File: src/rtl/delay_meter.sv
// Measures the latency of a single-clock path by firing a one-cycle marker
// into it and counting cycles until the marker returns at the far end.
module delay_meter #(
  parameter int CNT_WIDTH = 16,
  parameter int MAX_DELAY = 1000
) (
  input  logic                 clk,
  input  logic                 rst,
  input  logic                 start,
  output logic                 probe_out,
  input  logic                 probe_in,
  output logic                 busy,
  output logic                 done,
  output logic                 timeout,
  output logic [CNT_WIDTH-1:0] delay_val
);

  if (longint'(MAX_DELAY) >= (longint'(1) << CNT_WIDTH) - 1) begin : g_chk
    $error("delay_meter: MAX_DELAY must be below 2**CNT_WIDTH - 1");
  end

  localparam logic [CNT_WIDTH-1:0] MAX_CNT = CNT_WIDTH'(MAX_DELAY);

  typedef enum logic [1:0] {
    IDLE,
    FIRE,
    MEAS,
    FIN
  } state_t;

  state_t               state_q, state_d;
  logic [CNT_WIDTH-1:0] cnt_q, cnt_d;
  logic [CNT_WIDTH-1:0] delay_val_q, delay_val_d;
  logic                 probe_out_q, probe_out_d;
  logic                 busy_q, busy_d;
  logic                 done_q, done_d;
  logic                 timeout_q, timeout_d;

  always_comb begin
    state_d     = state_q;
    cnt_d       = cnt_q;
    delay_val_d = delay_val_q;
    done_d      = 1'b0;
    timeout_d   = 1'b0;
    unique case (state_q)
      IDLE: begin
        cnt_d = '0;
        if (start) state_d = FIRE;
      end
      FIRE: begin
        // probe_out is high this cycle, so a direct loopback reads as 0
        if (probe_in) begin
          delay_val_d = '0;
          done_d      = 1'b1;
          state_d     = FIN;
        end else begin
          cnt_d   = CNT_WIDTH'(1);
          state_d = MEAS;
        end
      end
      MEAS: begin
        if (probe_in) begin
          delay_val_d = cnt_q;
          done_d      = 1'b1;
          state_d     = FIN;
        end else if (cnt_q == MAX_CNT) begin
          delay_val_d = '1;
          timeout_d   = 1'b1;
          state_d     = FIN;
        end else begin
          cnt_d = cnt_q + 1'b1;
        end
      end
      FIN: begin
        state_d = IDLE;
      end
      default: begin
        state_d = IDLE;
      end
    endcase
    // Outputs are decoded from the next state so they leave flops cleanly
    probe_out_d = (state_d == FIRE);
    busy_d      = (state_d == FIRE) || (state_d == MEAS);
  end

  always_ff @(posedge clk or posedge rst) begin
    if (rst) begin
      state_q     <= IDLE;
      cnt_q       <= '0;
      delay_val_q <= '0;
      probe_out_q <= 1'b0;
      busy_q      <= 1'b0;
      done_q      <= 1'b0;
      timeout_q   <= 1'b0;
    end else begin
      state_q     <= state_d;
      cnt_q       <= cnt_d;
      delay_val_q <= delay_val_d;
      probe_out_q <= probe_out_d;
      busy_q      <= busy_d;
      done_q      <= done_d;
      timeout_q   <= timeout_d;
    end
  end

  assign probe_out = probe_out_q;
  assign busy      = busy_q;
  assign done      = done_q;
  assign timeout   = timeout_q;
  assign delay_val = delay_val_q;

endmodule

File: config.mk
export PLATFORM = sky130hd
export DESIGN_NAME = delay_meter
export DESIGN_NICKNAME = d
export VERILOG_FILES = /design/src/rtl/delay_meter.sv
export SDC_FILE = /design/constraint.sdc
export NUM_CORES = 1
export LEC_CHECK = 0
export CORE_MARGIN = 2
export CORE_UTILIZATION = 45
export DETAILED_ROUTE_END_ITERATION = 16
export PLACE_DENSITY = 0.66
export SETUP_SLACK_MARGIN = 0.5
export SYNTH_ARGS = -nofsm -noshare
export SYNTH_HDL_FRONTEND = slang
export SYNTH_SLANG_ARGS = --single-unit
export TNS_END_PERCENT = 5
File: constraint.sdc
create_clock -name clk -period 5.5 [get_ports clk]
set_clock_uncertainty 0.2 [all_clocks]
set_input_delay 1.1 -clock clk [delete_from_list [all_inputs] [get_ports clk]]
set_output_delay 1.1 -clock clk [all_outputs]
set_load 0.03 [all_outputs]
==> impl_metrics.json <==
{
  "grt_overflow": 0,
  "crit_end": "delay_val[1]$_DFFE_PP0P_",
  "drt-total-wl_um": 4540,
  "critPathLaunch": "state_q[0]$_DFF_PP0_",
  "worstReg2RegStart": "state_q[0]$_DFF_PP0_",
  "synthFlopType": "dfrtp_1",
  "avgSynthCellArea_um2": 9.97,
  "cp_max_fo": 25,
  "rsz0062_at_grt": "false",
  "drt_first_pass_iters": 4,
  "synthCells": 212,
  "tightestPinTransition_ns": 0.715,
  "total_leakage_power_nw": 1.04,
  "cts_tree": "done",
  "clkTransAtPathRegs_ns": 0.07,
  "n_antenna_cell": 0,
  "hpwl_um": 3120,
  "hold_viol": 0,
  "seq_area_frac_synth": 0.450,
  "worstSetupPathType": "reg -> reg",
  "drcViolationCount": 0,
  "powerDensity_nw_per_um2": 468,
  "synth_area_um2": 2110,
  "critPathLaunchType": "flop",
  "cts_hold_buf": 0,
  "synth_cell_types": 40,
  "dieArea_um2": 5260,
  "cts_resized": 0,
  "start_util": 0.476,
  "setup_viol": 0,
  "post_cts_buffers": 0,
  "numPortBuffers": 23,
  "final_cells": 284,
  "worstHoldPathType": "reg -> reg",
  "die_w_um": 72.6,
  "wl_per_cell_um": 16.0,
  "cts_num_sinks": 38,
  "grt_pass1_vias": 1548,
  "critPathArrivalTime_ns": 3.33,
  "die_y_um": 72.6,
  "synth_nets": 223,
  "via_per_inst": 5.77,
  "required_ns": 5.50,
  "clock_latency_ns": 0.28,
  "ff2ff_path_depth": 6,
  "fmax_mhz": 301,
  "core.rowCount": 24,
  "vias": 1640,
  "cts-htree-levels": 2,
  "drtAntennaViolNets": 0,
  "fin_crit_ns": 3.32,
  "synth_top_area_frac": 0.450,
  "core-area_um2": 4440,
  "timing.final.crit_share": 0.604,
  "synth_edf_count": 0,
  "clk_path_buf_depth": 2,
  "worstSetupEndpointType": "flop",
  "yosys_register_bits": 38,
  "area_growth_pct": 15.4,
  "synthTopCellsByArea": "dfrtp_1 (45%), mux2i_1 (9.0%), o31ai_1 (5.7%)",
  "ir_worst_vdd_uv": 312,
  "dp.cells": 276,
  "maxSlewHeadroom": 0.521,
  "grt_max_degree": 39,
  "grt_antenna_before_repair": 0,
  "status": "complete, no violations",
  "track_usage": 0.192,
  "numCtsBuffers": 5,
  "rr_endpoint": "delay_val[1]$_DFFE_PP0P_",
  "slew_viol_final": 0,
  "finalSetupTns_ns": 0,
  "yosys_warnings": 0,
  "io_pins": 24,
  "max_cap_violations": 0,
  "synth_top_cell_by_area": "dfrtp_1",
  "first_iter_violations": 95,
  "grt_pass1_wl_um": 7800,
  "synthArstFlopShare": 1.00,
  "gp_congestion": 0.873,
  "cts-root-buf": "clkbuf_8",
  "nets": 242,
  "reg2reg_slack_ns": 2.18,
  "drive_gt1_frac": 0.0603
}
-- final cells by class --
class / instances / area (um^2)
multi-input cells: 135 / 991
clock inverters: 1 / 5.00
well taps: 52 / 65.1
clock buffers: 7 / 86.3
repair buffers: 25 / 245
inverters: 26 / 97.6
fillers: 415 / 2000
flip-flops and latches: 38 / 951
-- flip-flops by register name, indices dropped and copies added (netlist names) --
signal     count
timeout        1
busy           1
done           1
state_q        2
probe_out      1
delay_val     16
cnt_q         16
-- cells in the final DEF, fill, tap and decap left out, types with 3 or more instances in the layout --
| cell | instances |
|---|---|
| a21oi_1 | 3 |
| o21ai_0 | 22 |
| nand2_1 | 8 |
| inv_1 | 26 |
| o31ai_1 | 16 |
| a211oi_1 | 3 |
| mux2i_1 | 19 |
| nor2_1 | 6 |
| or4_1 | 3 |
| clkbuf_8 | 6 |
| nand4_1 | 6 |
| clkdlybuf4s50_1 | 23 |
| nand3_1 | 7 |
| ha_1 | 7 |
| dfrtp_1 | 38 |
| and2_1 | 3 |
| o31a_1 | 4 |
-- stage by stage --
stage	util	instance area, um^2	hold slack (ns)	power (mW)	setup WS (ns)
after floorplan	-	2110	0.288	0.777	2.74
after global placement	0.529	2350	0.305	0.948	2.20
after detailed placement	0.529	2350	0.308	0.955	2.15
after CTS	0.549	2440	0.321	1.16	2.14
after global routing	0.549	2440	0.333	1.21	1.96
final	0.549	2440	0.315	1.14	2.18
-- cell families (layout without fill, tap and decap cells) --
family                     after synthesis  in the layout  share of synthesized area
muxes                                   19             19                     0.0899
buffers and inverters                   39             59                     0.0817
AOI/OAI and AO/OA                       60             60                      0.197
DFF                                     38             38                      0.450
and+or+nand+nor                         49             49                      0.140
adders and majority gates                7              7                     0.0414
-- cell usage after synthesis, drive strengths merged, types with 2 or more instances --
cell type,instances
nand2,8
a21oi,3
mux2i,19
o31a,4
a211oi,3
nor3,2
o21ai,23
o31ai,16
nor2,6
nand2b,2
inv,26
o41ai,3
nor2b,2
dfrtp,38
or4,4
buf,4
o22ai,2
and2,3
clkbuf,9
nand4,6
ha,7
nand3,7
and3,2
or4b,2
-- where the power goes --
group	total, mW	internal [mW]	switching (mW)
combinational	0.556	0.225	0.331
clock	0.198	0.101	0.0963
sequential	0.388	0.350	0.0382
-- layer usage --
| layer | global-route usage | part of all wire |
|---|---|---|
| met5 | 0 | 0 |
| met3 | 0.0375 | 0.040 |
| met2 | 0.306 | 0.48 |
| met4 | 0.0576 | 0.0064 |
| met1 | 0.266 | 0.48 |
-- worst min path at each step --
stage                         startpoint                   endpoint  depth (start not counted)
6_report        delay_val[7]$_DFFE_PP0P_   delay_val[7]$_DFFE_PP0P_                          2
5_1_grt        delay_val[11]$_DFFE_PP0P_  delay_val[11]$_DFFE_PP0P_                          2
4_1_cts         delay_val[7]$_DFFE_PP0P_   delay_val[7]$_DFFE_PP0P_                          2
3_5_place_dp   delay_val[10]$_DFFE_PP0P_  delay_val[10]$_DFFE_PP0P_                          2
3_3_place_gp   delay_val[12]$_DFFE_PP0P_  delay_val[12]$_DFFE_PP0P_                          2
2_1_floorplan      cnt_q[13]$_DFFE_PP0P_      cnt_q[13]$_DFFE_PP0P_                          1
-- critical path, stage by stage, from the launching register on --
cell,delay [ns]
dfrtp_1,0.40
inv_1,0.10
ha_1,0.61
or4bb_1,0.58
or4_4,0.49
o21ai_4,0.59
mux2i_1,0.27
Note: power is estimated with default switching activity, not from simulation.
